--- config.mk ---
export PLATFORM = sky130hd
export DESIGN_NAME = sram_axi_bridge_arb
export DESIGN_NICKNAME = d
export VERILOG_FILES = /design/src/rtl/sram_axi_bridge_arb.sv
export SDC_FILE = /design/constraint.sdc
export NUM_CORES = 1
export LEC_CHECK = 0
export BUFFER_PORTS_ARGS = -buffer_cell sky130_fd_sc_hd__buf_4
export CORE_AREA = 4 4 129 131
export CTS_CLUSTER_SIZE = 14
export DETAILED_ROUTE_END_ITERATION = 6
export DIE_AREA = 0 0 133 135
export GPL_ROUTABILITY_DRIVEN = 0
export HOLD_SLACK_MARGIN = 0.12
export PLACE_DENSITY = 0.7
export SLEW_MARGIN = 0
export SYNTH_ARGS = -nofsm -noshare
export SYNTH_HDL_FRONTEND = slang
export SYNTH_SLANG_ARGS = --single-unit
--- constraint.sdc ---
create_clock -name clk -period 1.55 [get_ports clk]
set_input_delay 0.2325 -clock clk [delete_from_list [all_inputs] [get_ports clk]]
set_output_delay 0.2325 -clock clk [all_outputs]
set_load 0.005 [all_outputs]
--- src/rtl/sram_axi_bridge_arb.sv ---
// SRAM-like to AXI bridge with fetch/data arbitration.
// One read and one write may be outstanding at a time. Data reads take
// priority over fetches unless a store is in flight, in which case the data
// read waits until the store's B response has been seen.
//
// state  | meaning
// R_IDLE | no read outstanding, arbitrate fetch vs data read
// R_AR   | arvalid held with latched address until arready
// R_WAIT | rready high, waiting for the single R beat
// W_IDLE | no write outstanding, accept a store if no data read is held
// W_ADDR | awvalid/wvalid raised, each drops on its own ready
// W_RESP | bready high, waiting for bvalid
module sram_axi_bridge_arb #(
  parameter logic [3:0] ARID_INST = 4'd0,
  parameter logic [3:0] ARID_DATA = 4'd1
) (
  input  logic        clk,
  input  logic        resetn,
  input  logic        inst_req,
  input  logic [1:0]  inst_size,
  input  logic [31:0] inst_addr,
  output logic        inst_addr_ok,
  output logic        inst_data_ok,
  output logic [31:0] inst_rdata,
  input  logic        data_req,
  input  logic        data_wr,
  input  logic [1:0]  data_size,
  input  logic [3:0]  data_wstrb,
  input  logic [31:0] data_addr,
  input  logic [31:0] data_wdata,
  output logic        data_addr_ok,
  output logic        data_data_ok,
  output logic [31:0] data_rdata,
  output logic [3:0]  arid,
  output logic [31:0] araddr,
  output logic [2:0]  arsize,
  output logic        arvalid,
  input  logic        arready,
  input  logic [3:0]  rid,
  input  logic [31:0] rdata,
  input  logic        rvalid,
  output logic        rready,
  output logic [31:0] awaddr,
  output logic [2:0]  awsize,
  output logic        awvalid,
  input  logic        awready,
  output logic [31:0] wdata,
  output logic [3:0]  wstrb,
  output logic        wvalid,
  input  logic        wready,
  input  logic        bvalid,
  output logic        bready
);

  typedef enum logic [1:0] {R_IDLE, R_AR, R_WAIT} rstate_t;
  typedef enum logic [1:0] {W_IDLE, W_ADDR, W_RESP} wstate_t;

  rstate_t     r_rstate, w_rstate_nxt;
  wstate_t     r_wstate, w_wstate_nxt;

  logic [31:0] r_araddr;
  logic [1:0]  r_arsize;
  logic [3:0]  r_arid;
  logic        r_rowner_data;

  logic [31:0] r_awaddr;
  logic [1:0]  r_awsize;
  logic [3:0]  r_wstrb;
  logic [31:0] r_wdata;
  logic        r_aw_pend;
  logic        r_w_pend;
  logic        r_b_ok;

  logic        w_rd_sel_data;
  logic        w_rd_sel_inst;
  logic        w_wr_acc;
  logic        w_r_done;
  logic        w_rd_data_ok;

  // Read FSM next state and fetch/data arbitration in R_IDLE.
  always_comb begin
    w_rstate_nxt  = r_rstate;
    w_rd_sel_data = 1'b0;
    w_rd_sel_inst = 1'b0;
    case (r_rstate)
      R_IDLE: begin
        if (resetn) begin
          if (data_req && !data_wr && r_wstate == W_IDLE) begin
            w_rd_sel_data = 1'b1;
          end else if (inst_req) begin
            w_rd_sel_inst = 1'b1;
          end
          if (w_rd_sel_data || w_rd_sel_inst) begin
            w_rstate_nxt = R_AR;
          end
        end
      end
      R_AR:    if (arready) w_rstate_nxt = R_WAIT;
      R_WAIT:  if (rvalid)  w_rstate_nxt = R_IDLE;
      default: w_rstate_nxt = R_IDLE;
    endcase
  end

  // Read FSM state register.
  always_ff @(posedge clk) begin
    if (!resetn) r_rstate <= R_IDLE;
    else         r_rstate <= w_rstate_nxt;
  end

  // Latch the accepted read request; held stable through R_AR.
  always_ff @(posedge clk) begin
    if (!resetn) begin
      r_araddr      <= 32'd0;
      r_arsize      <= 2'd0;
      r_arid        <= 4'd0;
      r_rowner_data <= 1'b0;
    end else if (w_rd_sel_data) begin
      r_araddr      <= data_addr;
      r_arsize      <= data_size;
      r_arid        <= ARID_DATA;
      r_rowner_data <= 1'b1;
    end else if (w_rd_sel_inst) begin
      r_araddr      <= inst_addr;
      r_arsize      <= inst_size;
      r_arid        <= ARID_INST;
      r_rowner_data <= 1'b0;
    end
  end

  // Write FSM next state; a store is held off while a data read is in flight.
  always_comb begin
    w_wstate_nxt = r_wstate;
    w_wr_acc     = 1'b0;
    case (r_wstate)
      W_IDLE: begin
        if (resetn && data_req && data_wr &&
            !(r_rstate != R_IDLE && r_rowner_data)) begin
          w_wr_acc     = 1'b1;
          w_wstate_nxt = W_ADDR;
        end
      end
      W_ADDR: begin
        if ((!r_aw_pend || awready) && (!r_w_pend || wready)) begin
          w_wstate_nxt = W_RESP;
        end
      end
      W_RESP:  if (bvalid) w_wstate_nxt = W_IDLE;
      default: w_wstate_nxt = W_IDLE;
    endcase
  end

  // Write FSM state register.
  always_ff @(posedge clk) begin
    if (!resetn) r_wstate <= W_IDLE;
    else         r_wstate <= w_wstate_nxt;
  end

  // Store payload latch and independent AW/W valid tracking.
  always_ff @(posedge clk) begin
    if (!resetn) begin
      r_awaddr  <= 32'd0;
      r_awsize  <= 2'd0;
      r_wstrb   <= 4'd0;
      r_wdata   <= 32'd0;
      r_aw_pend <= 1'b0;
      r_w_pend  <= 1'b0;
    end else if (w_wr_acc) begin
      r_awaddr  <= data_addr;
      r_awsize  <= data_size;
      r_wstrb   <= data_wstrb;
      r_wdata   <= data_wdata;
      r_aw_pend <= 1'b1;
      r_w_pend  <= 1'b1;
    end else if (r_wstate == W_ADDR) begin
      if (awready) r_aw_pend <= 1'b0;
      if (wready)  r_w_pend  <= 1'b0;
    end
  end

  // Store completion is reported the cycle after the B handshake.
  always_ff @(posedge clk) begin
    if (!resetn) r_b_ok <= 1'b0;
    else         r_b_ok <= (r_wstate == W_RESP) && bvalid;
  end

  assign w_r_done     = (r_rstate == R_WAIT) && rvalid;
  assign w_rd_data_ok = w_r_done && (rid == ARID_DATA);

  assign inst_addr_ok = w_rd_sel_inst;
  assign inst_data_ok = w_r_done && (rid == ARID_INST);
  assign inst_rdata   = rdata;

  assign data_addr_ok = w_rd_sel_data || w_wr_acc;
  assign data_data_ok = w_rd_data_ok || r_b_ok;
  assign data_rdata   = rdata;

  assign arid    = r_arid;
  assign araddr  = r_araddr;
  assign arsize  = {1'b0, r_arsize};
  assign arvalid = (r_rstate == R_AR);
  assign rready  = (r_rstate == R_WAIT);

  assign awaddr  = r_awaddr;
  assign awsize  = {1'b0, r_awsize};
  assign awvalid = r_aw_pend;
  assign wdata   = r_wdata;
  assign wstrb   = r_wstrb;
  assign wvalid  = r_w_pend;
  assign bready  = (r_wstate == W_RESP);

endmodule

==> results of run 1 <==
-- per-layer routing --
metal  wire length (um)  track usage, %  vias to the layer above
met3               1660            5.03                       50
li1                   -               -                     2826
met4                587            9.70                        0
met2              10600            34.4                      247
met1               8670            26.1                     2797
met5                  0               0                        -
-- worst paths after layout --
path                       from      endpoint  slack (ps)  depth (start not counted)
setup / recovery    r_wstate[0]  data_addr_ok        -180                          6
hold / removal    data_addr[17]    araddr[17]         130                          3
setup reg to reg    r_wstate[0]    araddr[27]        -140                          9
hold reg to reg        wstrb[1]      wstrb[1]         450                          2
-- cells by family after synthesis --
kind of cell    Yosys count  synth area share [%]
other cells               1                0.0657
mux                       1                 0.175
buf+inv                 146                  15.6
simple gates            200                  17.8
compound gates          215                  27.1
flops                   112                  39.3
-- what timing repair did --
| action | in CTS | in global routing |
|---|---|---|
| setup endpoints to repair | 5 | 71 |
| resized for setup | 18 | 57 |
| buffers inserted | 5 | 14 |
| gates cloned | 0 | 14 |
| hold buffers | 51 | 1 |
| pin swaps | 20 | 50 |
| endpoints found under the hold margin | 55 | 1 |
-- where the power goes --
group | internal [uW] | leakage, uW | switching [uW]
sequential | 3100 | 0.000920 | 160
clock | 1260 | 0.000141 | 1120
combinational | 995 | 0.00310 | 825
total | 5350 | 0.00416 | 2110
-- placed cells by master (no fill, tap or decap), types with 3 or more instances in the layout --
cell type	n
clkbuf_16	20
nand2_1	105
a2bb2oi_1	31
dfxtp_1	108
dlygate4sd3_1	52
a31oi_1	28
and3b_1	3
o21ai_2	48
buf_8	3
buf_6	16
buf_12	7
nand4_1	69
a31oi_4	8
o21ai_1	55
o211a_1	34
buf_4	257
conb_1	5
nor2b_1	4
-- worst max-delay path: cells and delay by family, from the launching register on --
family                 cells  cell delay [ps]
DFF                        1              340
buffers and inverters      3              380
and+or+nand+nor            3              420
-- layout make-up --
class                           count  share of cell area [%]
Inverter                            2                  0.0850
Clock inverter                      7                   0.822
Multi-Input combinational cell    421                    32.7
Timing Repair Buffer              347                    35.3
Clock buffer                        9                    2.55
Sequential cell                   112                    25.5
Tap cell                          216                    3.06
-- state kept, by name (all words and copies together) (netlist names) --
name,cells
araddr,32
arid,1
awaddr,32
awvalid,1
r_arsize,2
r_awsize,2
r_b_ok,1
r_rstate,2
r_wstate,2
wdata,32
wstrb,4
wvalid,1
-- through the flow --
step,power (uW),setup TNS [ps],setup WS [ps],cells
after floorplan,4060,0,102,679
after global placement,4750,0,83.9,1015
after detailed placement,4770,0,35.2,1015
after CTS,7260,-1030,-207,1086
after global routing,7780,-13280,-235,1114
final,7450,-5280,-180,1114
==> flow_summary.json, run 1 <==
{
  "run_status": "complete, but fails checks",
  "violations": "negative setup slack",
  "viasPerCell": 5.31,
  "path_class": "register to primary output",
  "end_kind": "primary output",
  "worstPathCellList": "buf_6, nor4b_4, buf_6, nand2_4, nand2_2, buf_6",
  "placed_area_um2": 7190,
  "hold_viol": 0,
  "fillerInstances": 1420,
  "syn_area_per_cell_um2": 8.45,
  "core-area_um2": 15600,
  "fin_crit_sh_pct": 112,
  "cts_tree": "yes",
  "antenna_found_initial": 0,
  "clkSinkCount": 112,
  "grt_max_degree": 75,
  "synth_area_um2": 5700,
  "syn_inst": 675,
  "ir_worst_vdd_v": 0.000667,
  "vias": 5920,
  "area_growth_pct": 54.8,
  "setup_ws_ps": -180,
  "htreeDepth": 3,
  "cts-buffers-inserted": 9,
  "design_area_um2": 8830,
  "drcViolationCount": 0,
  "dp_hpwl_um": 13600,
  "synth_top_area_share_pct": 39.3,
  "p_leak_uw": 0.00416,
  "hold_path.class": "input port to register",
  "regArea_um2": 2250,
  "grt_pass1_wl_um": 30100,
  "cp_data_arrival_time_ps": 1500,
  "pin_count": 333,
  "powerDensity_nw_per_um2": 844,
  "clkLatencyLatePin_ps": 360,
  "synth_edf_count": 0,
  "clock_skew_ps": 6.94,
  "utilization_pct": 56.6,
  "port_buffers": 231,
  "dr.first_iter.drc_count": 326,
  "period_minus_slack_ps": 1730,
  "ant_nets": 0,
  "yosysWarnings": 0,
  "placementRows": 46,
  "root_buffer": "clkbuf_16",
  "synth-main-ff-cell": "dfxtp_1",
  "synth_top_cell_by_area": "dfxtp_1",
  "synthMostInstantiatedCell": "dfxtp_1",
  "synthTopCellsByCount": "112 x dfxtp_1, 108 x nand2_1, 75 x o21ai_1",
  "fp.dieH_um": 135,
  "start_util_pct": 36.6,
  "finalNetCount": 1043,
  "clock_path_buffers": 2,
  "worst_pin_slew_ps": 508,
  "drtPass1Iterations": 5,
  "finalSetupViolations": 94,
  "diodes": 0,
  "grt_usage_pct": 21.0,
  "wl_per_cell_um": 19.4,
  "drive_gt1_share_pct": 43.2,
  "clkSlewWorstSetupHoldPaths_ps": 70,
  "grt.overflow.total": 0,
  "slew_headroom_pct": 65.6,
  "slowest_stage": "dfxtp_2",
  "synth-seq-area-share_pct": 39.3,
  "async_flop_share_pct": 0,
  "multi_input_area_um2": 2890,
  "fmax_mhz": 578,
  "worstPathRequired_ps": 1320,
  "hold-worst-slack_ps": 126,
  "drv_slew": 0,
  "die_area_um2": 18000,
  "rsz0062_at_grt": "true",
  "grt_pass1_vias": 5520,
  "routed_wl_um": 21600,
  "cp_max_fo": 3,
  "crit_top_cell": "buf_6",
  "synth_area_leaders": "dfxtp_1 39%, buf_4 9.3%, nand4_1 7.6%, nand2_1 7.1%, o21ai_1 6.6%",
  "synth_cell_types": 35,
  "die_x_um": 133,
  "cpPeakStageDelay_ps": 340,
  "drv_cap": 0,
  "synth-seq-cells": 112,
  "start_kind": "register"
}
Power figures use the tool's default switching activity.
==> inputs of run 2 (changes only) <==
--- a/config.mk
+++ b/config.mk
@@ -6,13 +6,14 @@
 export NUM_CORES = 1
 export LEC_CHECK = 0
 export BUFFER_PORTS_ARGS = -buffer_cell sky130_fd_sc_hd__buf_4
-export CORE_AREA = 4 4 129 131
+export CORE_ASPECT_RATIO = 0.9
+export CORE_MARGIN = 4
+export CORE_UTILIZATION = 40
 export CTS_CLUSTER_SIZE = 14
 export DETAILED_ROUTE_END_ITERATION = 6
-export DIE_AREA = 0 0 133 135
 export GPL_ROUTABILITY_DRIVEN = 0
 export HOLD_SLACK_MARGIN = 0.12
-export PLACE_DENSITY = 0.7
+export PLACE_DENSITY = 0.75
 export SLEW_MARGIN = 0
 export SYNTH_ARGS = -nofsm -noshare
 export SYNTH_HDL_FRONTEND = slang
==> flow_summary.json, run 2 (synthesized netlist as in run 1, its figures left out) <==
{
  "fmax_mhz": 594,
  "root_buffer": "clkbuf_16",
  "core-area_um2": 14000,
  "vias": 5806,
  "cp_top_family": "simple AND/OR/NAND/NOR gates",
  "wl_per_cell_um": 19.2,
  "grt_pass1_wl_um": 29800,
  "drv_cap": 0,
  "drtPass1Iterations": 5,
  "start_util_pct": 40.7,
  "hold_path.class": "input port to register",
  "fp.dieH_um": 121,
  "clkLatencyLatePin_ps": 350,
  "final_cell_mix": "259 x buf_4, 108 x dfxtp_1, 107 x nand2_1",
  "routed_wl_um": 20400,
  "die_x_um": 134,
  "worstPathRequired_ps": 1320,
  "fin_crit_sh_pct": 109,
  "pin_count": 333,
  "grt_max_degree": 51,
  "crit_cells": 5,
  "period_minus_slack_ps": 1680,
  "p_leak_uw": 0.00400,
  "holdPathStages": 3,
  "final_common_cell": "buf_4",
  "pre_cts_slack_ps": 96.1,
  "grt.overflow.total": 0,
  "htreeDepth": 3,
  "clkSlewWorstSetupHoldPaths_ps": 70,
  "path_class": "register to primary output",
  "cpPeakStageDelay_ps": 370,
  "grt_usage_pct": 22.7,
  "placementRows": 41,
  "dr.first_iter.drc_count": 341,
  "grt_pass1_vias": 5510,
  "area_growth_pct": 46.3,
  "finalSetupViolations": 10,
  "worstPathCellList": "nor4bb_4, buf_4, nand3_4, nand2_2, buf_6",
  "start_kind": "register",
  "cp_data_arrival_time_ps": 1450,
  "ant_nets": 0,
  "rsz0062_at_grt": "true",
  "clock_skew_ps": 6.77,
  "fillerInstances": 1234,
  "die_area_um2": 16200,
  "drive_gt1_share_pct": 42.3,
  "drv_slew": 0,
  "cp.buffers_inverters": 2,
  "viasPerCell": 5.46,
  "clock_path_buffers": 2,
  "slowest_stage": "dfxtp_4",
  "cts_tree": "yes",
  "end_kind": "primary output",
  "cp_max_fo": 5,
  "antenna_found_initial": 0,
  "ir_worst_vdd_v": 0.000720,
  "diodes": 0,
  "placed_area_um2": 7170,
  "drcViolationCount": 0,
  "port_buffers": 231,
  "run_status": "complete, but fails checks",
  "dp_hpwl_um": 13200,
  "cts-buffers-inserted": 9,
  "violations": "negative setup slack",
  "power.total_uw": 7270,
  "utilization_pct": 59.6,
  "powerDensity_nw_per_um2": 871,
  "setup_ws_ps": -133,
  "design_area_um2": 8350,
  "hold_viol": 0,
  "ff2ff_path_depth": 6,
  "clkSinkCount": 112,
  "finalNetCount": 1016
}
run 2: path summary, 6_finish.rpt:
path | to | slack (ps) | start
max reg2reg | awaddr[29] | -30 | r_wstate[0]
min | wdata[19] | 130 | data_wdata[19]
max | data_addr_ok | -130 | r_wstate[0]
min reg2reg | awaddr[14] | 460 | awaddr[14]
run 2: per-stage QoR:
step	instances	hold WS (ps)	TNS (ps)
after global placement	992	438	0
after global routing	1063	127	-2190
after detailed placement	992	445	0
final	1063	126	-286
after CTS	1049	120	-272
after floorplan	679	349	0
run 2: layout make-up:
cell class | count | area [um^2] | share of cell area, %
timing repair buffer | 320 | 2790 | 33.5
multi-input combinational | 421 | 2760 | 33.1
sequential | 112 | 2260 | 27.0
clock buffer | 11 | 243 | 2.91
tap | 193 | 241 | 2.89
clock inverter | 4 | 45.0 | 0.540
inverter | 2 | 7.51 | 0.0899
run 2: what timing repair did:
item	in CTS	in global routing
resized for setup	18	38
endpoints found under the hold margin	34	0
pin swaps	3	50
cloned	0	10
endpoints found under the setup margin	7	49
hold buffers	34	0
buffers inserted	8	5
run 2: report_power, final:
| group | internal (uW) | leakage, uW | total [uW] | switching [uW] |
|---|---|---|---|---|
| Combinational | 912 | 0.00293 | 1670 | 756 |
| Clock | 1280 | 0.000145 | 2330 | 1050 |
| Sequential | 3090 | 0.000921 | 3270 | 174 |
| Total | 5290 | 0.00400 | 7270 | 1980 |
run 2: worst register-to-register path, delay by kind of cell, from the launching register on:
kind                   cells  cell delay, ps
AND/OR/NAND/NOR            2             530
flip-flops                 1             370
multiplexers               1             160
buffers and inverters      3             460
run 2: routing by layer:
| layer | track usage, % | up-vias | part of all wire (%) | wire length, um |
|---|---|---|---|---|
| li1 | - | 2766 | - | - |
| met1 | 30.0 | 2752 | 43 | 8810 |
| met2 | 35.2 | 253 | 46 | 9470 |
| met3 | 7.84 | 35 | 8.6 | 1760 |
| met4 | 6.75 | 0 | 1.9 | 379 |
| met5 | 0 | - | 0 | 0 |
==> inputs of run 3 (changes only) <==
--- a/config.mk
+++ b/config.mk
@@ -6,14 +6,13 @@
 export NUM_CORES = 1
 export LEC_CHECK = 0
 export BUFFER_PORTS_ARGS = -buffer_cell sky130_fd_sc_hd__buf_4
-export CORE_ASPECT_RATIO = 0.9
-export CORE_MARGIN = 4
-export CORE_UTILIZATION = 40
+export CORE_AREA = 4 4 126 128
 export CTS_CLUSTER_SIZE = 14
 export DETAILED_ROUTE_END_ITERATION = 6
+export DIE_AREA = 0 0 130 132
 export GPL_ROUTABILITY_DRIVEN = 0
 export HOLD_SLACK_MARGIN = 0.12
-export PLACE_DENSITY = 0.75
+export PLACE_DENSITY = 0.7
 export SLEW_MARGIN = 0
 export SYNTH_ARGS = -nofsm -noshare
 export SYNTH_HDL_FRONTEND = slang
==> constraint.sdc (replaced) <==
create_clock -name clk -period 1.8 [get_ports clk]
set_input_delay 0.27 -clock clk [delete_from_list [all_inputs] [get_ports clk]]
set_output_delay 0.27 -clock clk [all_outputs]
set_load 0.005 [all_outputs]
==> flow_summary.json, run 3 (synthesized netlist as in run 1, its figures left out) <==
{
  "run_status": "finished, final reports clean",
  "cts-buffers-inserted": 9,
  "rsz0062_at_grt": "false",
  "internal-power_uw": 4460,
  "clkSinkCount": 112,
  "holdPathStages": 3,
  "timing.rr.end": "awaddr[29]",
  "area_growth_pct": 34.2,
  "switching_share_pct": 26.9,
  "cpPeakStageDelay_ps": 360,
  "min-delay-start": "data_addr[2]",
  "dr.first_iter.drc_count": 359,
  "wl_per_cell_um": 18.7,
  "drive_gt1_share_pct": 40.0,
  "fmax_mhz": 580,
  "power_frac_clock_pct": 32.9,
  "hold_viol": 0,
  "clkLatencyLatePin_ps": 350,
  "r2r_start": "r_rstate[1]",
  "drtPass1Iterations": 7,
  "diodes": 0,
  "vias": 5535,
  "placed_area_um2": 7150,
  "rrSetupSlack_ps": 140,
  "ant_nets": 0,
  "utilization_pct": 51.5,
  "routed_wl_um": 18800,
  "cp_max_fo": 7,
  "dp_hpwl_um": 12800,
  "final_cell_mix": "258 x buf_4, 108 x dfxtp_1, 107 x nand2_1",
  "powerDensity_nw_per_um2": 797,
  "hold_path.class": "input port to register",
  "grt_pass1_vias": 5379,
  "cp_top_family": "simple AND/OR/NAND/NOR gates",
  "clkSlewWorstSetupHoldPaths_ps": 70,
  "grt_pass1_wl_um": 29100,
  "drv_slew": 0,
  "start_util_pct": 38.4,
  "htreeDepth": 3,
  "root_buffer": "clkbuf_16",
  "worstPathCellList": "nor4b_4, buf_12, nand2_1, nand2_2, buf_6",
  "slowest_stage": "dfxtp_2",
  "die_x_um": 130,
  "seq_power_share_pct": 45.9,
  "antenna_found_initial": 0,
  "port_buffers": 231,
  "hold_end": "araddr[2]",
  "setup_tns_ps": 0,
  "pwr-share-comb_pct": 21.2,
  "finalNetCount": 967,
  "fin_crit_sh_pct": 95.7,
  "finalSetupViolations": 0,
  "pin_count": 333,
  "end_kind": "primary output",
  "cts_tree": "yes",
  "core-area_um2": 14900,
  "ir_worst_vdd_v": 0.000476,
  "drv_cap": 0,
  "placementRows": 45,
  "p_sw_uw": 1640,
  "viasPerCell": 5.49,
  "grt.overflow.total": 0,
  "clock_path_buffers": 2,
  "start_kind": "register",
  "die_area_um2": 17200,
  "grt_usage_pct": 21.3,
  "grt_max_degree": 76,
  "clock_skew_ps": 9.98,
  "cp_data_arrival_time_ps": 1450,
  "fp.dieH_um": 132,
  "cp.buffers_inverters": 2,
  "final_common_cell": "buf_4",
  "drcViolationCount": 0,
  "period_minus_slack_ps": 1720,
  "hold-worst-slack_ps": 146,
  "ff2ff_path_depth": 6,
  "path_class": "register to primary output",
  "p_leak_uw": 0.00372,
  "worstPathRequired_ps": 1530,
  "design_area_um2": 7660
}
-- run 3: worst max-delay path by stage --
stage                           start           end  slack (ps)  cells past startpoint
after floorplan               data_wr  data_addr_ok         290                      5
after global placement         resetn    awaddr[29]         170                      5
after detailed placement       resetn    awaddr[29]         120                      5
after CTS                 r_wstate[1]  data_addr_ok           5                      5
after global routing      r_wstate[0]  data_addr_ok         0.4                      5
final                     r_wstate[1]  data_addr_ok          80                      5
-- run 3: final cells by class --
cell class | instances | area [um^2]
inverter | 2 | 7.51
tap | 188 | 235
clock buffer | 11 | 243
sequential | 112 | 2250
clock inverter | 4 | 45.0
timing repair buffer | 271 | 2220
fill | 1459 | 7210
multi-input combinational | 421 | 2660
-- run 3: timing repair --
action | CTS | global route
hold buffers | 1 | 0
endpoints found under the hold margin | 1 | 0
endpoints found under the setup margin | 1 | 3
setup buffers | 4 | 6
pin swaps | 4 | 4
gates cloned | 3 | 0
resized for setup | 4 | 6
-- run 3: tightest hold or removal path, stage by stage --
cell	delay (ps)
buf_4	80
a31oi_1	60
o21ai_1	50
-- run 3: stage by stage --
step / std cells / setup slack, ps / total power, uW
3_3_place_gp: 980 / 169 / 4090
2_1_floorplan: 679 / 289 / 3500
3_5_place_dp: 980 / 122 / 4100
5_1_grt: 1009 / 0.372 / 6390
6_report: 1009 / 76.8 / 6100
4_1_cts: 1003 / 4.72 / 6160
-- run 3: metal layers --
| layer | track usage [%] | wire length (um) | vias to the layer above |
|---|---|---|---|
| met2 | 34.4 | 9060 | 229 |
| met1 | 27.0 | 7590 | 2597 |
| met4 | 7.04 | 450 | 0 |
| met5 | 0 | 0 | - |
| met3 | 6.73 | 1710 | 39 |
| li1 | - | - | 2670 |
-- run 3: power groups by stage --
stage                     Combinational, uW  Clock (uW)  Sequential, uW
after global placement                 1230           0            2860
after detailed placement               1240           0            2860
after floorplan                         653           0            2850
after CTS                              1290        2070            2800
final                                  1290        2010            2800
after global routing                   1410        2150            2830
